### config.mk
export PLATFORM = sky130hd
export DESIGN_NAME = vga_frame_monitor
export DESIGN_NICKNAME = d
export VERILOG_FILES = /design/src/rtl/vga_frame_monitor.sv
export SDC_FILE = /design/constraint.sdc
export NUM_CORES = 1
export LEC_CHECK = 0
export BUFFER_PORTS_ARGS = -buffer_cell sky130_fd_sc_hd__buf_2
export CORE_UTILIZATION = 35
export DETAILED_ROUTE_END_ITERATION = 7
export HOLD_SLACK_MARGIN = 0.06
export PLACE_DENSITY_LB_ADDON = 0.3
export SYNTH_ARGS = -nofsm -noshare
export SYNTH_HDL_FRONTEND = slang
export SYNTH_SLANG_ARGS = --single-unit
### constraint.sdc
create_clock -name clk -period 5.3 [get_ports clk]
set_input_delay 0.53 -clock clk [delete_from_list [all_inputs] [get_ports clk]]
set_output_delay 0.53 -clock clk [all_outputs]
set_load 0.02 [all_outputs]
### src/rtl/vga_frame_monitor.sv
// vga_frame_monitor: rebuilds VGA coordinates from the syncs, checks timing, locks, and reports a per-frame lit count and probe colour
module vga_frame_monitor #(
    parameter logic [9:0] H_TOTAL     = 10'd800,
    parameter logic [9:0] V_TOTAL     = 10'd521,
    parameter logic [9:0] H_PULSE     = 10'd96,
    parameter logic [9:0] V_PULSE     = 10'd2,
    parameter logic [9:0] HBP         = 10'd144,
    parameter logic [9:0] HFP         = 10'd784,
    parameter logic [9:0] VBP         = 10'd31,
    parameter logic [9:0] VFP         = 10'd511,
    parameter logic [3:0] LOCK_FRAMES = 4'd2
) (
    input  logic        clk,
    input  logic        rst,
    input  logic        pix_en,
    input  logic        hsync,
    input  logic        vsync,
    input  logic [2:0]  red,
    input  logic [2:0]  green,
    input  logic [1:0]  blue,
    input  logic [9:0]  probe_x,
    input  logic [9:0]  probe_y,
    output logic        locked,
    output logic        sync_err,
    output logic [9:0]  x,
    output logic [9:0]  y,
    output logic        active,
    output logic [7:0]  probe_rgb,
    output logic        probe_valid,
    output logic [18:0] lit_count,
    output logic        frame_done
);
    typedef enum logic [1:0] {SEARCH, ACQ, LOCKED} state_t;
    state_t state, state_nx;
    logic hsync_q, vsync_q, seen_h, seen_v;
    logic hfall, vfall, hrise, vrise, err, timeout, act_nx;
    logic [9:0] hc_prev, vc_prev, hc_cur, vc_cur, x_cur, y_cur;
    logic [3:0] good_frames, good_nx;
    logic [18:0] lit_cnt;
    logic [7:0] rgb;

    // seen_h/seen_v mask checks until the first edge gives the counters a reference
    always_comb begin
        rgb = {red, green, blue};
        hfall = hsync_q & ~hsync;
        vfall = vsync_q & ~vsync;
        hrise = ~hsync_q & hsync;
        vrise = ~vsync_q & vsync;
        hc_cur = hfall ? 10'd0 : (&hc_prev) ? hc_prev : hc_prev + 10'd1;
        vc_cur = vfall ? 10'd0 : !hfall ? vc_prev : (&vc_prev) ? vc_prev : vc_prev + 10'd1;
        err = state != SEARCH &&
              ((seen_h && ((hfall && hc_prev != H_TOTAL - 10'd1) || (hrise && hc_cur != H_PULSE))) ||
               (seen_v && ((vfall && (vc_prev != V_TOTAL - 10'd1 || !hfall)) || (vrise && vc_cur != V_PULSE))));
        timeout = &hc_cur;
        state_nx = timeout ? SEARCH :
                   state == SEARCH ? (vfall ? ACQ : SEARCH) :
                   err ? ACQ :
                   (state == ACQ && vfall && good_frames + 4'd1 >= LOCK_FRAMES) ? LOCKED : state;
        good_nx = (timeout || err || state == SEARCH) ? 4'd0 :
                  (state == ACQ && vfall) ? good_frames + 4'd1 : good_frames;
        x_cur = hc_cur - HBP;
        y_cur = vc_cur - VBP;
        act_nx = state_nx == LOCKED && hc_cur >= HBP && hc_cur < HFP && vc_cur >= VBP && vc_cur < VFP;
    end

    always_ff @(posedge clk) begin
        if (rst) begin
            state       <= SEARCH;
            good_frames <= '0;
            hsync_q     <= 1'b1;
            vsync_q     <= 1'b1;
            seen_h      <= 1'b0;
            seen_v      <= 1'b0;
            hc_prev     <= '0;
            vc_prev     <= '0;
            lit_cnt     <= '0;
            locked      <= 1'b0;
            sync_err    <= 1'b0;
            x           <= '0;
            y           <= '0;
            active      <= 1'b0;
            probe_rgb   <= '0;
            probe_valid <= 1'b0;
            lit_count   <= '0;
            frame_done  <= 1'b0;
        end else begin
            sync_err    <= 1'b0;
            probe_valid <= 1'b0;
            frame_done  <= 1'b0;
            if (pix_en) begin
                hsync_q     <= hsync;
                vsync_q     <= vsync;
                seen_h      <= seen_h | hfall;
                seen_v      <= seen_v | vfall;
                hc_prev     <= hc_cur;
                vc_prev     <= vc_cur;
                state       <= state_nx;
                good_frames <= good_nx;
                locked      <= state_nx == LOCKED;
                sync_err    <= err;
                active      <= act_nx;
                if (act_nx) begin
                    x <= x_cur;
                    y <= y_cur;
                end
                if (act_nx && x_cur == probe_x && y_cur == probe_y) begin
                    probe_rgb   <= rgb;
                    probe_valid <= 1'b1;
                end
                // a vfall that stays locked closes the frame; one that enters lock only restarts the count
                if (state_nx != LOCKED || vfall)
                    lit_cnt <= '0;
                else if (act_nx && rgb != 8'd0)
                    lit_cnt <= lit_cnt + 19'd1;
                if (state == LOCKED && state_nx == LOCKED && vfall) begin
                    lit_count  <= lit_cnt;
                    frame_done <= 1'b1;
                end
            end
        end
    end
endmodule

# Word-level counts from Yosys, hierarchy flattened
# Cells that the tools add are included.
totals:
  regBits: 101
  elab_cells: 106
  input_bits: 33
op_classes:
  order_cmp: 5
  reduce_logical: 40
  mux: 16
  n_eq_ne: 10
  bitwise: 11
  n_addsub: 6
op_table:
  columns: ["cell", "n"]
  rows:
  - ["$mux W10", 5]
  - ["$mux W19", 2]
  - ["$reduce_and A10 Y1", 3]
  - ["$add A10 B1 Y10 const B", 2]
  - ["$eq A10 B10 Y1", 2]
  - ["$ne A10 B10 Y1 const B", 2]
  - ["$add A19 B1 Y19 const B", 1]
  - ["$logic_and A1 B1 Y1", 18]
  - ["$ge A10 B5 Y1 const B", 1]
  - ["$ge A10 B8 Y1 const B", 1]
  - ["$lt A10 B10 Y1 const B", 1]
  - ["$lt A10 B9 Y1 const B", 1]
  - ["$ne A10 B2 Y1 const B", 1]
  - ["$ne A10 B7 Y1 const B", 1]
  - ["$reduce_and A2 Y1", 5]
  - ["$sub A10 B5 Y10 const B", 1]
  - ["$sub A10 B8 Y10 const B", 1]
  - ["$mux W2", 4]
  - ["$mux W4", 2]
  - ["$reduce_bool A8 Y1", 1]
  - ["$logic_or A1 B1 Y1", 7]
  - ["$reduce_bool A2 Y1", 3]
  - ["$not A1 Y1", 5]
  - ["$add A4 B1 Y4 const B", 1]
  - ["other kinds (10)", 17]

# Logic depth before layout (Yosys ltp)
depth:
  word_depth: 21
  mapped_depth: 19
  ltp_nobuf: 16

# Worst setup path before layout
# No wires, ideal clock.
synth_path:
  path_type: "input to register"
  start: "input port hsync"
  end: "register probe_rgb[0]"
  cell_stages: 16
  setup_slack_ps: 1491
  setup_time_ps: 72
  t_arrival_ps: 3738
  path_cell_list: "nand2b_1 -> clkbuf_1 -> a31o_2 -> xnor2_1 -> or2_2 -> inv_1 -> ha_1 -> clkbuf_1 -> nor3_1 -> a311oi_1 -> a21bo_2 -> nand3_1 -> nor4_1 -> nand4_1 -> nor4_4 -> mux2i_1"
synth_between:
  elab_cells_between_ends: 40
  classes_between: "add/sub (2); order compare (4); eq/ne (5); mux (6); bitwise (3); reduce/logical (20)"
synth_rtl:
  columns: ["element", "line_no", "source"]
  rows:
  - ["start, declared", "16", "input logic hsync,"]
  - ["$not A1 Y1", "45", "hfall = hsync_q & ~hsync;"]
  - ["$and A1 B1 Y1", "45", null]
  - ["$mux W10 (2 in series)", "50", "vc_cur = vfall ? 10'd0 : !hfall ? vc_prev : (&vc_prev) ? vc_prev : vc_prev + 10'd1;"]
  - ["$sub A10 B5 Y10", "62", "y_cur = vc_cur - VBP;"]
  - ["net y_cur[0]", "37", "logic [9:0] hc_prev, vc_prev, hc_cur, vc_cur, x_cur, y_cur;"]
  - ["$eq A10 B10 Y1", "106", "if (act_nx && x_cur == probe_x && y_cur == probe_y) begin"]
  - ["$logic_and A1 B1 Y1", "106", null]
  - ["$reduce_and A2 Y1 (no line)", null, null]
  - ["end signal, assigned", "107", "probe_rgb <= rgb;"]
  - ["end, declared", "28", "output logic [7:0] probe_rgb,"]
# The timed path passes the listed nets, and every way through them passes these cells.
# A chain may end at the register's enable or synchronous reset.

# Final worst setup path
layout_path:
  start: "register hc_prev[1]"
  end: "register probe_rgb[2]"
layout_between:
  elab_chain_cells: 20
  elab_cells_between_ends: 28
  classes_between: "add/sub (2); order compare (2); eq/ne (4); mux (5); reduce/logical (15)"
layout_rtl:
  columns: ["element", "line_no", "source"]
  rows:
  - ["start, declared", "37", null]
  - ["start signal, assigned", "95", "hc_prev <= hc_cur;"]
  - ["$add A10 B1 Y10 or $reduce_and A10 Y1 (tied branches)", "49", "hc_cur = hfall ? 10'd0 : (&hc_prev) ? hc_prev : hc_prev + 10'd1;"]
  - ["$mux W10 (*) (2 in series)", "49", null]
  - ["net hc_cur[5]", "37", null]
  - ["$ne A10 B7 Y1", "52", "((seen_h && ((hfall && hc_prev != H_TOTAL - 10'd1) || (hrise && hc_cur != H_PULSE))) ||"]
  - ["$logic_and A1 B1 Y1", "52", null]
  - ["$logic_or A1 B1 Y1", "52", null]
  - ["$logic_and A1 B1 Y1", "52", null]
  - ["$logic_or A1 B1 Y1", "52", null]
  - ["$logic_and A1 B1 Y1", "51", "err = state != SEARCH &&"]
  - ["$mux W2", "57", "err ? ACQ :"]
  - ["$mux W2", "56", "state == SEARCH ? (vfall ? ACQ : SEARCH) :"]
  - ["$mux W2", "55", "state_nx = timeout ? SEARCH :"]
  - ["$eq A2 B2 Y1", "63", "act_nx = state_nx == LOCKED && hc_cur >= HBP && hc_cur < HFP && vc_cur >= VBP && vc_cur < VFP;"]
  - ["$logic_and A1 B1 Y1 (4 in series)", "63", null]
  - ["$logic_and A1 B1 Y1 (*) (2 in series)", "106", null]
  - ["$reduce_and A2 Y1 (no line) (*)", null, null]
# Mark *: on every way through the listed nets, which the timed path passes. The rest lies on a longest branch.

==> impl_metrics.py <==
metrics = {
    "yosys": {
        "yosys.area.top_type": "dfxtp_1",
        "syn-mean-instance-area_um2": 8.29,
        "ys_ff_latch": 101,
        "synth.area.top_cells": "dfxtp_1, mux2i_1, nor2_1",
        "synth_top_cell_area_share": 0.313,
        "synth_nets": 824,
        "ys_seq_area_frac": 0.313,
        "synth-edff-count": 0,
        "synth_area_um2": 6460,
        "synthArstFlopShare": 0,
        "yosys_warnings": 0,
        "synth_ff_type": "dfxtp_1",
        "syn_inst": 779,
        "synth.distinct_cells": 88,
    },
    "sta": {
        "max_freq_ghz": 0.209,
        "setup_viol": 0,
        "fin_crit_sh": 0.901,
        "rsz0062_at_grt": "no",
        "finClkSkew_ns": 0.0126,
        "finalSetupTns_ns": 0,
        "slew_headroom": 0.303,
        "worst_slew_pin_slew_ns": 1.04,
        "slew_viol_final": 0,
        "hold_violations": 0,
        "fin_crit_ns": 4.78,
    },
    "clock_network": {
        "post-cts-setup-buffers": 0,
        "ctsResizeCount": 0,
        "h-tree-depth": 3,
        "clk_latency_ns": 0.37,
        "cts-root-buf": "clkbuf_16",
        "cts_hold_buffers": 0,
        "numClockSinks": 101,
        "clockBufferDepth": 2,
        "cts_buffers": 9,
        "cts_tree": "built",
        "clk_pin_slew_ns": 0.08,
    },
    "run": {
        "drv_cap": 0,
    },
    "floorplan": {
        "rows": 49,
        "die-height_um": 138,
        "dieArea_um2": 19000,
        "ios": 85,
        "core_um2": 18000,
        "die_x_um": 138,
        "initial_core_util": 0.358,
    },
    "setup_path": {
        "r2r_slack_ns": 0.52,
        "endpoint": "probe_rgb[2]",
        "rr_startpoint": "hc_prev[1]",
        "r2r_cells": 15,
        "rr_endpoint": "probe_rgb[2]",
        "cp_common_cell": "ha_1",
        "cp-start-kind": "flop",
        "endpoint_kind": "flop",
        "crit_start": "hc_prev[1]",
        "arrival_ns": 5.06,
        "cp_max_fo": 12,
        "crit_type": "reg -> reg",
        "cp_slowest_cell": "and4_1",
        "path_cells": "ha_1, and4_1, nand3_2, a211oi_2, inv_1, ha_1, xor2_1, o211ai_1, a2111oi_0, o2111ai_1, nor4_1, nand4_1, nor4_4, buf_4, mux2i_1",
        "crit_path_max_incr_delay_ns": 0.54,
        "worstPathRequired_ns": 5.59,
    },
    "global_routing": {
        "grt_first_pass_wirelength_mm": 28.8,
        "grt_max_degree": 60,
        "grt.overflow.total": 0,
        "track_usage": 0.198,
        "antenna_found_initial": 0,
        "grt_pass1_vias": 5214,
    },
    "min_path": {
        "hp-class": "in -> reg",
    },
    "routing": {
        "avgRoutedWirePerCell_um": 17.1,
        "drtPass1Iterations": 5,
        "vias": 5960,
        "drtIter0Drc": 518,
        "ant_nets": 0,
        "drc": 0,
        "avgViaCountPerCell": 5.57,
        "routed_wl_mm": 18.3,
    },
    "finish": {
        "drive_gt1_frac": 0.176,
        "final_cell_mix": "nor2_1, dfxtp_1, buf_2",
        "area_growth_pct": 12.9,
        "fin_nets": 880,
    },
    "pwr": {
        "p_per_area_nw_per_um2": 216,
        "p_leak_nw": 3.07,
        "ir_drop_mv": 0.185,
        "p_total_w": 0.00158,
    },
    "place": {
        "dp.final_hpwl_mm": 13.6,
        "portBuffers": 84,
        "gp_congestion": 0.939,
    },
    "status": {
        "outcome": "complete, no violations",
    },
}
-- cells in the mapped netlist, drive strengths merged (19+ instances only) --
cell / n
inv: 23
xnor2: 19
nand2: 45
mux2i: 62
nand3: 29
clkbuf: 24
a21oi: 39
dfxtp: 101
nor3: 23
nand2b: 26
buf: 27
nor2: 101
-- flip-flops by register name, summed over array words and instances (netlist names), 2 cells and up --
| register | cells |
|---|---|
| good_frames | 4 |
| y | 10 |
| lit_cnt | 19 |
| x | 10 |
| lit_count | 19 |
| state | 2 |
| vc_prev | 10 |
| hc_prev | 10 |
| probe_rgb | 8 |
-- worst min path at each step --
stage,end,slack [ns],depth (start not counted),start
floorplan,seen_v,0.43,2,seen_v
global placement,seen_v,0.44,2,seen_v
detailed placement,x[0],0.45,2,x[0]
CTS,vsync_q,0.41,2,vsync
global route,vsync_q,0.42,2,vsync
finish,vsync_q,0.42,2,vsync
-- worst max-delay path, delay by kind of cell, from the launching register on --
family	cells	cell delay (ns)
AOI/OAI and AO/OA	4	1.15
muxes	1	0.20
and+or+nand+nor	5	1.57
adders and majority gates	2	0.71
xor gates and xnor gates	1	0.19
DFF	1	0.50
buffers and inverters	2	0.37
-- stage by stage --
step | hold WS, ns | setup slack [ns] | cells | utilization | instance area [µm²]
after detailed placement | 0.450 | 0.710 | 1053 | 0.388 | 6990
after global routing | 0.416 | 0.140 | 1069 | 0.404 | 7290
after global placement | 0.442 | 0.863 | 1053 | 0.388 | 6990
after CTS | 0.407 | 0.670 | 1069 | 0.404 | 7290
after floorplan | 0.430 | 1.49 | 779 | - | 6460
final | 0.416 | 0.524 | 1070 | 0.405 | 7290
-- area by class of cell --
type / count / area [µm²]
Multi-Input combinational cell: 603 / 4080
Fill cell: 1880 / 10700
Sequential cell: 101 / 2020
Timing Repair Buffer: 96 / 510
Clock buffer: 10 / 239
Clock inverter: 6 / 61.3
Tap cell: 229 / 287
Inverter: 24 / 90.1
Antenna cell: 1 / 2.50
-- report_power, final --
| group | switching [W] | internal [W] | leakage (nW) |
|---|---|---|---|
| Clock | 0.000333 | 0.000343 | 0.144 |
| Combinational | 0.0000830 | 0.0000509 | 2.11 |
| Sequential | 0.00000587 | 0.000762 | 0.815 |
-- per-layer routing --
| metal | track usage | up-vias | wire length [µm] | share of wire |
|---|---|---|---|---|
| li1 | - | 2963 | - | - |
| met1 | 0.281 | 2786 | 8910 | 0.49 |
| met2 | 0.296 | 192 | 7790 | 0.43 |
| met3 | 0.0467 | 19 | 1350 | 0.074 |
| met4 | 0.0562 | 0 | 256 | 0.014 |
| met5 | 0 | - | 0 | 0 |
-- kinds of logic after synthesis --
kind of cell               Yosys count  share of synthesized area
buffers and inverters               75                     0.0548
AOI/OAI and AO/OA                  155                      0.175
muxes                               66                      0.103
and+or+nand+nor                    340                      0.286
DFF                                101                      0.313
xor gates and xnor gates            30                     0.0452
adders and majority gates           12                     0.0233
(Power assumes the default switching activity.)
